===== src/rtl/unified_mem_arbiter_if.sv =====
// Memory-side req/ack bus shared by the IF and MEM stages through the arbiter.
interface unified_mem_arbiter_if #(
  parameter int unsigned ADDR_W = 32,
  parameter int unsigned DATA_W = 32
);
  logic              mem_req;
  logic              mem_we;
  logic [ADDR_W-1:0] mem_addr;
  logic [DATA_W-1:0] mem_wdata;
  logic [DATA_W-1:0] mem_rdata;
  logic              mem_ack;

  modport master (
    output mem_req, mem_we, mem_addr, mem_wdata,
    input  mem_rdata, mem_ack
  );

  modport slave (
    input  mem_req, mem_we, mem_addr, mem_wdata,
    output mem_rdata, mem_ack
  );
endinterface


===== src/rtl/unified_mem_arbiter.sv =====
// Arbitrates one single-port variable-latency memory between instruction fetch
// and load/store, stalling the whole pipeline until each pending access is served.
module unified_mem_arbiter #(
  parameter int unsigned ADDR_W  = 32,
  parameter int unsigned DATA_W  = 32,
  parameter int unsigned TIMEOUT = 255
) (
  input  logic                       clk,
  input  logic                       rst_n,
  input  logic                       if_req,
  input  logic [ADDR_W-1:0]          if_addr,
  output logic [DATA_W-1:0]          if_rdata,
  output logic                       if_valid,
  input  logic                       dm_read,
  input  logic                       dm_write,
  input  logic [ADDR_W-1:0]          dm_addr,
  input  logic [DATA_W-1:0]          dm_wdata,
  output logic [DATA_W-1:0]          dm_rdata,
  output logic                       dm_done,
  output logic                       stall,
  unified_mem_arbiter_if.master      mem,
  output logic                       err
);

  localparam int unsigned CNT_W = $clog2(TIMEOUT + 1);
  localparam logic [CNT_W-1:0] CNT_LAST = CNT_W'(TIMEOUT - 1);
  localparam logic [CNT_W-1:0] CNT_MAX  = CNT_W'(TIMEOUT);

  typedef enum logic [1:0] {
    IDLE    = 2'd0,
    DM_BUSY = 2'd1,
    IF_BUSY = 2'd2
  } state_t;

  state_t state_q, state_d;

  logic              mem_req_q, mem_req_d;
  logic              mem_we_q, mem_we_d;
  logic [ADDR_W-1:0] mem_addr_q, mem_addr_d;
  logic [DATA_W-1:0] mem_wdata_q, mem_wdata_d;
  logic [DATA_W-1:0] if_rdata_q, if_rdata_d;
  logic [DATA_W-1:0] dm_rdata_q, dm_rdata_d;
  logic [CNT_W-1:0]  cnt_q, cnt_d;
  logic              if_served_q, if_served_d;
  logic              dm_served_q, dm_served_d;
  logic              err_q, err_d;

  logic dm_pend, if_pend;
  logic busy, xfer_done, timed_out;
  logic dm_pend_upd, if_pend_upd;
  logic grant, grant_dm;

  assign dm_pend = (dm_read | dm_write) & ~dm_served_q;
  assign if_pend = if_req & ~if_served_q;
  assign stall   = dm_pend | if_pend;

  // A transfer retires on ack, or on timeout once the counter hits its last value.
  assign busy      = (state_q != IDLE);
  assign xfer_done = busy & mem_req_q & (mem.mem_ack | (cnt_q == CNT_LAST));
  assign timed_out = xfer_done & ~mem.mem_ack;

  // Pending terms as they will look once the retiring transfer is marked served.
  assign dm_pend_upd = dm_pend & ~(xfer_done & (state_q == DM_BUSY));
  assign if_pend_upd = if_pend & ~(xfer_done & (state_q == IF_BUSY));

  always_ff @(posedge clk or negedge rst_n) begin
    if (!rst_n) state_q <= IDLE;
    else        state_q <= state_d;
  end

  always_comb begin
    state_d = state_q;
    unique case (state_q)
      IDLE: begin
        if (dm_pend)      state_d = DM_BUSY;
        else if (if_pend) state_d = IF_BUSY;
      end
      DM_BUSY, IF_BUSY: begin
        if (xfer_done) begin
          if (dm_pend_upd)      state_d = DM_BUSY;
          else if (if_pend_upd) state_d = IF_BUSY;
          else                  state_d = IDLE;
        end
      end
      default: state_d = IDLE;
    endcase
  end

  assign grant    = (state_d != IDLE) & (~busy | xfer_done);
  assign grant_dm = (state_d == DM_BUSY);

  always_comb begin
    mem_req_d   = mem_req_q;
    mem_we_d    = mem_we_q;
    mem_addr_d  = mem_addr_q;
    mem_wdata_d = mem_wdata_q;
    if_rdata_d  = if_rdata_q;
    dm_rdata_d  = dm_rdata_q;
    cnt_d       = cnt_q;
    if_served_d = if_served_q;
    dm_served_d = dm_served_q;
    err_d       = err_q;

    // Busy with req low is the one-cycle launch gap after a back-to-back grant.
    if (busy) begin
      if (!mem_req_q) begin
        mem_req_d = 1'b1;
      end else if (xfer_done) begin
        mem_req_d = 1'b0;
        if (timed_out) err_d = 1'b1;
        if (state_q == DM_BUSY) begin
          dm_served_d = 1'b1;
          if (!mem_we_q) dm_rdata_d = timed_out ? '0 : mem.mem_rdata;
        end else begin
          if_served_d = 1'b1;
          if_rdata_d  = timed_out ? '0 : mem.mem_rdata;
        end
      end else if (cnt_q != CNT_MAX) begin
        cnt_d = cnt_q + CNT_W'(1);
      end
    end

    if (grant) begin
      cnt_d       = '0;
      mem_we_d    = grant_dm & dm_write;
      mem_addr_d  = grant_dm ? dm_addr : if_addr;
      mem_wdata_d = (grant_dm & dm_write) ? dm_wdata : '0;
      if (!busy) mem_req_d = 1'b1;
      if (grant_dm & dm_read & dm_write) err_d = 1'b1;
    end

    // The pipeline advances on any stall-free edge, which consumes the served results.
    if (!stall) begin
      if_served_d = 1'b0;
      dm_served_d = 1'b0;
    end
  end

  always_ff @(posedge clk or negedge rst_n) begin
    if (!rst_n) begin
      mem_req_q   <= 1'b0;
      mem_we_q    <= 1'b0;
      mem_addr_q  <= '0;
      mem_wdata_q <= '0;
      if_rdata_q  <= '0;
      dm_rdata_q  <= '0;
      cnt_q       <= '0;
      if_served_q <= 1'b0;
      dm_served_q <= 1'b0;
      err_q       <= 1'b0;
    end else begin
      mem_req_q   <= mem_req_d;
      mem_we_q    <= mem_we_d;
      mem_addr_q  <= mem_addr_d;
      mem_wdata_q <= mem_wdata_d;
      if_rdata_q  <= if_rdata_d;
      dm_rdata_q  <= dm_rdata_d;
      cnt_q       <= cnt_d;
      if_served_q <= if_served_d;
      dm_served_q <= dm_served_d;
      err_q       <= err_d;
    end
  end

  assign mem.mem_req   = mem_req_q;
  assign mem.mem_we    = mem_we_q;
  assign mem.mem_addr  = mem_addr_q;
  assign mem.mem_wdata = mem_wdata_q;
  assign if_rdata      = if_rdata_q;
  assign dm_rdata      = dm_rdata_q;
  assign if_valid      = if_served_q;
  assign dm_done       = dm_served_q;
  assign err           = err_q;

endmodule


===== src/flat_wrapper.sv =====
// flat-port wrapper written by rule: the top's interface ports become plain ports
module unified_mem_arbiter_flat 
#(
  parameter int unsigned ADDR_W  = 32,
  parameter int unsigned DATA_W  = 32,
  parameter int unsigned TIMEOUT = 255
)
  (clk, rst_n, if_req, if_addr, if_rdata, if_valid, dm_read, dm_write, dm_addr, dm_wdata, dm_rdata, dm_done, stall, err, mem_mem_req, mem_mem_we, mem_mem_addr, mem_mem_wdata, mem_mem_rdata, mem_mem_ack);
  unified_mem_arbiter_if #(.ADDR_W(ADDR_W), .DATA_W(DATA_W)) mem_i ();
  input  logic clk;
  input  logic rst_n;
  input  logic if_req;
  input  logic [ADDR_W-1:0] if_addr;
  output logic [DATA_W-1:0] if_rdata;
  output logic if_valid;
  input  logic dm_read;
  input  logic dm_write;
  input  logic [ADDR_W-1:0] dm_addr;
  input  logic [DATA_W-1:0] dm_wdata;
  output logic [DATA_W-1:0] dm_rdata;
  output logic dm_done;
  output logic stall;
  output logic err;
  output wire logic [$bits(mem_i.mem_req)-1:0] mem_mem_req;
  output wire logic [$bits(mem_i.mem_we)-1:0] mem_mem_we;
  output wire logic [$bits(mem_i.mem_addr)-1:0] mem_mem_addr;
  output wire logic [$bits(mem_i.mem_wdata)-1:0] mem_mem_wdata;
  input wire logic [$bits(mem_i.mem_rdata)-1:0] mem_mem_rdata;
  input wire logic [$bits(mem_i.mem_ack)-1:0] mem_mem_ack;
  assign mem_mem_req = mem_i.mem_req;
  assign mem_mem_we = mem_i.mem_we;
  assign mem_mem_addr = mem_i.mem_addr;
  assign mem_mem_wdata = mem_i.mem_wdata;
  assign mem_i.mem_rdata = mem_mem_rdata;
  assign mem_i.mem_ack = mem_mem_ack;
  unified_mem_arbiter #(.ADDR_W(ADDR_W), .DATA_W(DATA_W), .TIMEOUT(TIMEOUT)) u_core (.clk(clk), .rst_n(rst_n), .if_req(if_req), .if_addr(if_addr), .if_rdata(if_rdata), .if_valid(if_valid), .dm_read(dm_read), .dm_write(dm_write), .dm_addr(dm_addr), .dm_wdata(dm_wdata), .dm_rdata(dm_rdata), .dm_done(dm_done), .stall(stall), .mem(mem_i), .err(err));
endmodule

===== config.mk =====
export PLATFORM = sky130hd
export DESIGN_NAME = unified_mem_arbiter_flat
export DESIGN_NICKNAME = d
export VERILOG_FILES = /design/src/rtl/unified_mem_arbiter_if.sv /design/src/rtl/unified_mem_arbiter.sv /design/src/flat_wrapper.sv
export SDC_FILE = /design/constraint.sdc
export NUM_CORES = 1
export LEC_CHECK = 0
export CORE_ASPECT_RATIO = 0.6
export CORE_UTILIZATION = 45
export DETAILED_ROUTE_END_ITERATION = 10
export GPL_TIMING_DRIVEN = 0
export PLACE_DENSITY = 0.89
export SYNTH_ARGS = -nofsm -noshare
export SYNTH_HDL_FRONTEND = slang
export SYNTH_SLANG_ARGS = --single-unit

===== constraint.sdc =====
create_clock -name clk -period 5.22 [get_ports clk]
set_input_delay 1.044 -clock clk [delete_from_list [all_inputs] [get_ports clk]]
set_output_delay 1.044 -clock clk [all_outputs]
set_load 0.03 [all_outputs]

==> impl_results.md, run 1 <==
* IR drop worst, VDD at 0.3407 mV
* Leakage at between 0.004 and 0.005 uW
* Die extent in x at around 150 um
* Final HPWL DP at 13.73 mm
* Largest net degree at the start of global routing at roughly 110
* Sequential share of the synthesized area at around 61%
* CP Class: input port to output port
* Ant. Diodes at 0
* Pwr per Cell Area at ~730 nW/um2
* Core Rows at 31
* Initial DRC Count at about 290
* Sw Ratio at a little over two fifths
* Buffers on Ports at around 270
* Slew HR at 57.94%
* CTS Sinks at between 100 and 150
* CTS root buf: clkbuf_16
* Post-synthesis mux area share at 0%
* Count of cell types in the netlist at 42
* Ports at roughly 270
* CP Data Arrival Time at ~2.6 ns
* Maximum clock insertion buffer count at 2
* Delay-heaviest family, CP: buffers and inverters
* Chip height at 90.39 um
* Setup TNS at 0 ns
* Worst Path Max Fanout at 6
* Multi-input gate area at ~2000 um2
* Fmax at 0.2772 GHz
* Grt ovf at 0
* Mapped Area at just under 6000 um2
* GR Layer Usage met1 at ~36%
* Full die area at around 13,000 um2
* # setup viols final at 0
* Initial Utilization at about 47%
* Max-slew violations at 0
* DRC at 0
* Setup Skew at roughly 0.011 ns
* Sequential Power Share at a little over a quarter
* Share of cells above drive strength 1 at under 10%
* Grt peak-use layer: met2
* Area share of and/or/nand/nor cells after synthesis at 9.801%
* CTS Buf Count at 17
* Nets at 977
* Max-Cap Viols at 0
* Met2 Use GR at 46.86%
* Drt pass-1 iters at 5
* Design area at ~9400 um2
* Req. time, crit path at ~4.2 ns
* RSZ-0062 raised after global routing: false
* Hold-fix buffer count after cts at 0
* Synth Register Bits at approximately 140
* Synth async-reset ratio at 100.0%
* Critical path buffers and inverters at 2
* Slowest cell delay on critical path at between 0.6 and 0.7 ns
* Logic pwr share at between 50% and 60%
* Setup bufs post-CTS at 0
* Adder-Cell Fraction of Synth Area at 1.281%
* HP Class: flip-flop to flip-flop
* Core ar. at between 10,000 and 15,000 um2
* Fillers at approximately 800
* Avg Cell Area, Syn at about 11 um2
* Met3 usage at under 10%
* Register area at ~3600 um2
* Post-Synthesis Cells at 550
* Vias in the first global route at about 5,700
* Syn Nets at 690
* Fin crit share at 69.10%
* Status: complete, no violations
* Vias per cell at roughly 5.4
* Hold Vio Cnt, Final at 0
* Setup crit end kind: output port
* Worst-Margin Slew at between 0.6 and 0.7 ns
* Placer Congestion at 0.8827
* Compound-Gate Fraction of Synth Area at between 20% and 30%
* Final wirelength at ~19 mm
* Antenna violations before repair at 0
* First-pass GRT wire length at just under 30 mm
* Clock network power share at between 10% and 20%
* Top cell by count, worst path: clkdlybuf4s50_1
* YS warnings at 0
* Synth Flop Type: dfrtp_1
* Via Count at ~5,500
* CTS tree: built
* Minimum clock period at 3.607 ns
* GRT Overall Usage at between 20% and 30%
* Latest clock arrival within the worst-skew pair at between 0.4 and 0.5 ns
* Area Overhead vs Synth at 60.79%
* CP max-delay cell: clkdlybuf4s50_1
* H-tree depth at 4
* Pint at between 3000 and 4000 uW
* DP Area at slightly below 9000 um2
* Wire per inst at approximately 18 um
* Resized cells post-CTS at 0
* CTS clk-pin slew, worst paths at around 0.060 ns
* Post-synthesis xor/xnor area fraction at 1.046%
* Largest family of logic cells by synthesized area: compound AO/OA/AOI/OAI gates
* Post-synth EDFFs at 0
* Startpoint types: input port
* Sw Pwr at 3034 uW
* Total power draw at 6913 uW
* Crit path cell chain: clkdlybuf4s50_1 -> o21bai_2 -> nand2_1 -> clkdlybuf4s50_1
* Final ANT Viol Nets at 0
layout make-up:
cell class              count  share of cell area [%]
plain buffers              37                   1.886
clock buffers              17                   4.515
clock inverters            14                   2.430
inverters                  39                   1.554
multi-input cells         331                   20.77
flip-flops and latches    143                   37.98
well taps                 165                   2.191
repair buffers            268                   28.67
power by group through the flow:
stage / combinational [uW] / clock [uW] / sequential (uW)
after global routing: 3950 / 1420 / 1900
after floorplan: 1370 / 0 / 2670
after global placement: 3560 / 0 / 1830
after CTS: 3710 / 1370 / 1850
final: 3710 / 1350 / 1860
after detailed placement: 3690 / 0 / 1850
Yosys cell counts, types with 2 or more instances:
library cell    n  area [um2]
dfrtp_1       143        3578
nand2_1       102       382.9
o21ai_0        65       325.3
inv_1          39       146.4
a21oi_1        36       180.2
a22o_1         32       280.3
o32ai_1        32       280.3
clkbuf_1       26       97.59
nor2_1         12       45.04
ha_1            6       75.07
xor2_1          6       52.55
buf_2           4       20.02
nand4_1         4       25.02
a21o_1          3       22.52
buf_4           3       22.52
buf_6           3       33.78
nand3_1         3       15.01
o211ai_1        3       22.52
a211oi_1        2       15.01
and3_1          2       12.51
nor2b_1         2       12.51
or3_1           2       12.51
routing by layer:
| layer | wire, um | part of all wire (%) |
|---|---|---|
| met1 | 8004 | 43 |
| met2 | 9071 | 49 |
| met3 | 1262 | 6.7 |
| met4 | 362 | 1.9 |
| met5 | 0 | 0 |
kinds of logic (layout without fill, tap and decap cells):
| group | after synthesis | count (layout) |
|---|---|---|
| flip-flops | 143 | 143 |
| XOR/XNOR | 7 | 7 |
| adder cells (fa/ha/maj) | 6 | 6 |
| AND/OR/NAND/NOR | 134 | 134 |
| buffers and inverters | 76 | 375 |
| AO/OA/AOI/OAI | 184 | 184 |
flip-flops by register name, indices dropped and copies added, names as in the netlist:
signal                count
u_core.mem.mem_addr      32
u_core.mem.mem_we         1
u_core.dm_done            1
u_core.cnt_q              8
u_core.dm_rdata          32
u_core.state_q            2
u_core.if_rdata          32
u_core.err                1
u_core.if_valid           1
u_core.mem.mem_req        1
u_core.mem.mem_wdata     32
path summary, 6_finish.rpt:
path	start	to	slack, ns	depth (start not counted)
worst max-delay path	dm_write	stall	1.61	4
worst min-delay path	u_core.err	u_core.err	0.47	1
worst max register to register	u_core.state_q[1]	u_core.mem.mem_addr[26]	2.31	9
worst min register to register	u_core.err	u_core.err	0.47	1
max in group asynchronous	rst_n	u_core.mem.mem_addr[11]	3.80	2
min in group asynchronous	rst_n	u_core.dm_rdata[25]	0.52	1
cell usage in the layout (no fill, tap or decap), types with 2 or more instances in the layout:
| cell type | synthesis | final |
|---|---|---|
| o32ai_1 | 32 | 32 |
| xor2_1 | 6 | 6 |
| clkinv_4 | 0 | 2 |
| nand2_1 | 102 | 102 |
| nand3_1 | 3 | 3 |
| buf_4 | 3 | 3 |
| or3_1 | 2 | 2 |
| clkbuf_1 | 26 | 26 |
| ha_1 | 6 | 6 |
| clkdlybuf4s50_1 | 0 | 266 |
| o211ai_1 | 3 | 3 |
| a21o_1 | 3 | 3 |
| nor2_1 | 12 | 12 |
| nor2b_1 | 2 | 2 |
| a211oi_1 | 2 | 2 |
| dfrtp_1 | 143 | 143 |
| a21oi_1 | 36 | 36 |
| buf_2 | 4 | 4 |
| o21ai_0 | 65 | 65 |
| nand4_1 | 4 | 4 |
| and3_1 | 2 | 2 |
| buf_6 | 3 | 4 |
| inv_1 | 39 | 39 |
| bufinv_16 | 0 | 5 |
| clkinvlp_4 | 0 | 2 |
| clkbuf_16 | 0 | 17 |
| inv_6 | 0 | 4 |
| a22o_1 | 32 | 32 |
per-stage QoR:
step	instances	setup WS, ns	hold WS, ns	utilization [%]
6_report	1014	1.613	0.4725	76.15
5_1_grt	1014	1.522	0.4858	76.15
4_1_cts	1014	1.624	0.4766	76.15
3_5_place_dp	983	1.644	0.4634	70.86
3_3_place_gp	982	-2.203	0.4493	70.62
2_1_floorplan	550	2.635	0.4975	-
(Power assumes the default switching activity.)
==> inputs of run 2 (changes only) <==
Settings changed: CORE_UTILIZATION 45 to 42, PLACE_DENSITY 0.89 to 0.84.
Clock period 5.22 ns to 3.65 ns, I/O delays scaled along.
==> run 2 against run 1 <==
Net effect: critical path type is now flip-flop to flip-flop; highest routed layer unchanged; count of clock-buffer cells in the layout rose by 1; clock skew rose by 0.0020 ns; critical endpoint is now u_core.mem.mem_addr[6]; largest cell class unchanged; via count fell by 4.5%.
==> impl_results.md, run 2 (same netlist as run 1, synthesis figures left out) <==
* Reg2Reg Depth at 9
* R2R setup slack at just under 0.7 ns
* Total power draw at just under 10,000 uW
* CTS Buf Count at 17
* Logic pwr share at 54.7%
* Sw Pwr at between 4000 and 5000 uW
* Slew HR at between 50% and 60%
* RR Endpoint: u_core.mem.mem_addr[6]
* Clock network power share at 18.0%
* Sw Ratio at between 40% and 50%
* Full die area at ~14,000 um2
* Core Rows at 33
* Critical path buffers and inverters at 3
* CTS root buf: clkbuf_16
* DRC at 0
* Die extent in x at ~150 um
* Wire per inst at 17.38 um
* CP max-delay cell: a221oi_4
* CP Depth at 9
* Status: complete, no violations
* H-tree depth at 4
* CP Class: flip-flop to flip-flop
* HP Class: input port to async pin
* Startpoint types: flip-flop
* Largest net degree at the start of global routing at between 70 and 80
* Fmax at 0.3378 GHz
* CTS tree: built
* Commonest non-fill, non-tap cells in the layout: clkdlybuf4s50_1, dfrtp_1, nand2_1
* CP Data Arrival Time at between 3 and 4 ns
* Post-Route Utilization at 68.78%
* Req. time, crit path at slightly below 4 ns
* Share of cells above drive strength 1 at between 6 and 7%
* First-pass GRT wire length at 28.95 mm
* Buffers on Ports at ~270
* Worst-Margin Slew at 0.7149 ns
* Leakage at roughly 0.0042 uW
* Area Overhead vs Synth at 59.94%
* Nets at roughly 980
* Grt ovf at 0
* Latest clock arrival within the worst-skew pair at around 0.41 ns
* Final ANT Viol Nets at 0
* Maximum clock insertion buffer count at 2
* Wl on met1 at a little over 8 mm
* Metal3 WL at 1.211 mm
* Vias in the first global route at 5,524
* Max-slew violations at 0
* CTS Sinks at 143
* Most common cell after layout, fill and taps aside: clkdlybuf4s50_1
* Fin crit share at approximately 80%
* Multi-input gate area at 1957 um2
* Initial Utilization at between 40% and 50%
* Hold-fix buffer count after cts at 0
* Setup bufs post-CTS at 0
* Pint at around 5400 uW
* Minimum clock period at approximately 3.0 ns
* Sequential Power Share at about 27%
* Worst Path Max Fanout at 10
* Core ar. at 13,630 um2
* Resized cells post-CTS at 0
* Setup crit end kind: flip-flop
* Met2 wire length at approximately 8 mm
* Max-Cap Viols at 0
* Vias per cell at slightly above 5
* Ant. Diodes at 0
* Worst hold slack at around 0.35 ns
* Crit path cell chain: inv_1 -> ha_1 -> clkbuf_1 -> nor2b_1 -> a21oi_1 -> a221oi_4 -> clkbuf_1 -> o32ai_1 -> a21oi_1
* Final HPWL DP at 13.27 mm
* Delay-heaviest family, CP: compound AO/OA/AOI/OAI gates
* Chip height at between 90 and 100 um
* Drt pass-1 iters at 4
* # setup viols final at 0
* Ports at ~270
* Placer Congestion at between 0.8 and 0.9
* Via Count at between 5,000 and 6,000
* Top sig layer: met4
* FF-to-FF Start: u_core.state_q[1]
* Register area at ~3600 um2
* Pwr per Cell Area at 1031 nW/um2
* Fillers at approximately 1,100
* RSZ-0062 raised after global routing: false
* Initial DRC Count at between 200 and 300
* Antenna violations before repair at 0
* CTS clk-pin slew, worst paths at roughly 0.06 ns
* Final wirelength at around 18 mm
* Setup Skew at 0.01273 ns
* Slowest cell delay on critical path at ~0.57 ns
* Hold Vio Cnt, Final at 0
* GRT Overall Usage at between 20 and 30%
* IR drop worst, VDD at 0.5262 mV
[run 2: changes by cell type in the layout (fill, tap and decap cells not counted), sizes merged]
cell / before / now
inv: 44 / 45
bufinv: 5 / 2
clkbuf: 43 / 44
clkinvlp: 2 / 5
clkinv: 2 / 0
[run 2: worst max path at each step]
stage,start,to
finish,u_core.state_q[1],u_core.mem.mem_addr[6]
global route,u_core.state_q[1],u_core.mem.mem_addr[2]
CTS,dm_write,stall
detailed placement,dm_write,u_core.mem.mem_addr[4]
global placement,rst_n,u_core.mem.mem_wdata[5]
floorplan,u_core.state_q[1],u_core.mem.mem_wdata[10]
[run 2: power groups by stage]
stage | Combinational [uW] | Clock, uW | Sequential [uW]
final | 5280 | 1740 | 2630
after global routing | 5700 | 1850 | 2720
after CTS | 5310 | 1770 | 2630
after detailed placement | 5290 | 0 | 2640
after global placement | 5190 | 0 | 2630
after floorplan | 1960 | 0 | 3820
[run 2: cell type report]
type	count	share of cell area [%]
Sequential cell	143	38.18
Timing Repair Buffer	268	28.83
Multi-Input combinational cell	331	20.88
Clock buffer	18	4.686
Tap cell	175	2.336
Buffer	37	1.896
Clock inverter	13	1.629
Inverter	39	1.562
[run 2: through the flow]
| step | worst slack [ns] | instances | setup TNS (ns) | instance area, um2 |
|---|---|---|---|---|
| 2_1_floorplan | 1.304 | 550 | 0 | 5859 |
| 3_5_place_dp | 0.3483 | 993 | 0 | 8780 |
| 6_report | 0.6900 | 1024 | 0 | 9371 |
| 4_1_cts | 0.7082 | 1024 | 0 | 9371 |
| 5_1_grt | 0.4812 | 1024 | 0 | 9371 |
| 3_3_place_gp | -3.894 | 992 | -555.40 | 8751 |
[run 2: per-layer routing]
layer / vias up / track usage, %
li1: 2499 / -
met1: 2556 / 35.39
met2: 193 / 40.20
met3: 23 / 8.017
met4: 0 / 7.178
met5: - / 0
==> inputs of run 3 (changes only) <==
Settings changed: CORE_UTILIZATION 42 to 38, PLACE_DENSITY 0.84 to 0.8.
Clock period 3.65 ns to 2.4 ns, I/O delays scaled along.
==> run 3 against run 2 <==
Net effect: non-clock buffer count increased by 26; clock power increased by 55%; power increased by 65%; critical path depth increased by 1; final area increased by 5.0%; combinational power increased by 74%; register-to-register slack got worse by 0.65 ns; worst setup slack got worse by 0.65 ns; clock skew increased by 0.0037 ns; critical endpoint is now u_core.mem.mem_wdata[24]; sequential share of layout area decreased by 1.8 points; die area increased by 10%.
==> impl_results.md, run 3 (same netlist as run 1, synthesis figures left out) <==
* Status: complete, no violations
* Area Overhead vs Synth at 67.88%
* Fmax at 0.4236 GHz
* Crit path cell chain: inv_2 -> ha_4 -> and3_4 -> a21oi_4 -> o41a_1 -> and2_4 -> a21bo_4 -> buf_8 -> clkbuf_16 -> a22o_1
* CTS Buf Count at 17
* Pwr per Cell Area at approximately 1600 nW/um2
* Max-Cap Viols at 0
* Setup Skew at around 0.016 ns
* Largest net degree at the start of global routing at 80
* Maximum clock insertion buffer count at 2
* Commonest non-fill, non-tap cells in the layout: clkdlybuf4s50_1, dfrtp_1, nand2_1
* Share of cells above drive strength 1 at between 10% and 20%
* First-pass GRT wire length at between 20 and 30 mm
* IR drop worst, VDD at approximately 0.7 mV
* CTS Sinks at roughly 140
* Full die area at ~16,000 um2
* Fillers at around 1,100
* GRT Overall Usage at 23.45%
* FF-to-FF Start: u_core.cnt_q[0]
* CTS root buf: clkbuf_16
* Buffers on Ports at ~270
* Max-slew violations at 0
* Final wirelength at 18.73 mm
* Wl on met1 at 8.550 mm
* Fin crit share at between 90 and 100%
* Minimum clock period at 2.361 ns
* HP Class: input port to async pin
* # setup viols final at 0
* RSZ-0062 raised after global routing: true
* Slowest cell delay on critical path at ~0.45 ns
* Wire per inst at about 17 um
* Hold Vio Cnt, Final at 0
* Most common cell after layout, fill and taps aside: clkdlybuf4s50_1
* CP Data Arrival Time at approximately 2.7 ns
* Antenna violations before repair at 0
* Die extent in x at roughly 160 um
* Initial DRC Count at about 420
* Drt pass-1 iters at 4
* Top sig layer: met4
* Total power draw at ~16,000 uW
* Startpoint types: flip-flop
* CP Class: flip-flop to flip-flop
* Nets at around 1,000
* Slew HR at 58.38%
* Req. time, crit path at between 2 and 3 ns
* Multi-input gate area at roughly 2100 um2
* Vias in the first global route at 5,406
* Chip height at approximately 98 um
* CP max-delay cell: o41a_1
* Design area at 9837 um2
* Vias per cell at between 5 and 6
* Final HPWL DP at between 10 and 15 mm
* DP Area at between 8000 and 9000 um2
* Core ar. at approximately 15,000 um2
* CTS clk-pin slew, worst paths at approximately 0.07 ns
* Core Rows at 34
* Leakage at 0.004435 uW
* DRC at 0
* Grt ovf at 0
* Via Count at roughly 5,400
* H-tree depth at 4
* Latest clock arrival within the worst-skew pair at between 0.4 and 0.5 ns
* Ports at around 270
* Setup crit end kind: flip-flop
* Crit path from: u_core.cnt_q[0]
* Worst Path Max Fanout at 6
* Placer Congestion at a little over 0.8
* Metal3 WL at about 1.5 mm
* Register area at 3581 um2
* Final ANT Viol Nets at 0
* Initial Utilization at between 30% and 40%
* Ant. Diodes at 0
* Worst-Margin Slew at 0.6244 ns
* Met2 wire length at about 8.4 mm
* CTS tree: built
==> run 3: timing repair <==
item / in CTS / in global routing
endpoints found under the hold margin: 0 / 0
gates resized for setup: 24 / 47
endpoints found under the setup margin: 141 / 136
gates cloned: 0 / 2
hold buffers: 0 / 0
pin swaps: 3 / 8
setup buffers: 14 / 11
==> run 3: metal layers <==
layer  global-route usage, %  vias up
li1                        -     2554
met1                   32.18     2662
met2                   35.90      202
met3                   7.009       21
met4                   6.749        0
met5                       0        -
==> run 3: worst max-delay path: cells and delay by family, from the launching register on <==
| kind | cells | cell delay [ns] |
|---|---|---|
| buf+inv | 3 | 0.38 |
| simple gates | 2 | 0.38 |
| compound gates | 4 | 0.95 |
| flops | 1 | 0.42 |
| fa+ha+maj | 1 | 0.13 |
==> run 3: layout make-up <==
type                    instances  area share [%]
plain buffers                  36           2.264
repair buffers                295           29.90
clock buffers                  19           4.604
clock inverters                13           1.552
well taps                     198           2.518
multi-input cells             331           21.27
flip-flops and latches        143           36.40
inverters                      39           1.488
==> run 3: metrics by stage <==
| stage | setup slack (ns) | hold WS [ns] | instances | TNS (ns) | utilization, % |
|---|---|---|---|---|---|
| 2_1_floorplan | 0.05411 | 0.1844 | 550 | 0 | - |
| 5_1_grt | -0.02914 | 0.09282 | 1074 | -0.4100 | 66.64 |
| 3_5_place_dp | -0.5919 | 0.4549 | 1016 | -44.66 | 59.67 |
| 6_report | 0.03926 | 0.05080 | 1074 | 0 | 66.64 |
| 4_1_cts | 0.01498 | 0.06819 | 1061 | 0 | 64.94 |
| 3_3_place_gp | -4.922 | 0.4461 | 1015 | -742.96 | 59.48 |
==> run 3: power by group <==
part,total [uW],internal [uW],leakage (uW),switching [uW]
registers,4000,3440,0.00178,558
logic,9200,3940,0.00238,5270
clock network,2690,1610,0.000281,1080
==> run 3: path summary, 6_finish.rpt <==
kind	to	slack, ns	cells past startpoint
worst max-delay path	u_core.mem.mem_wdata[24]	0.04	10
worst min-delay path	u_core.mem.mem_addr[2]	0.05	1
worst max register to register	u_core.mem.mem_wdata[24]	0.04	10
worst min register to register	u_core.dm_rdata[1]	0.48	2
max in group asynchronous	u_core.cnt_q[0]	1.54	2
min in group clk	u_core.dm_rdata[1]	0.48	2
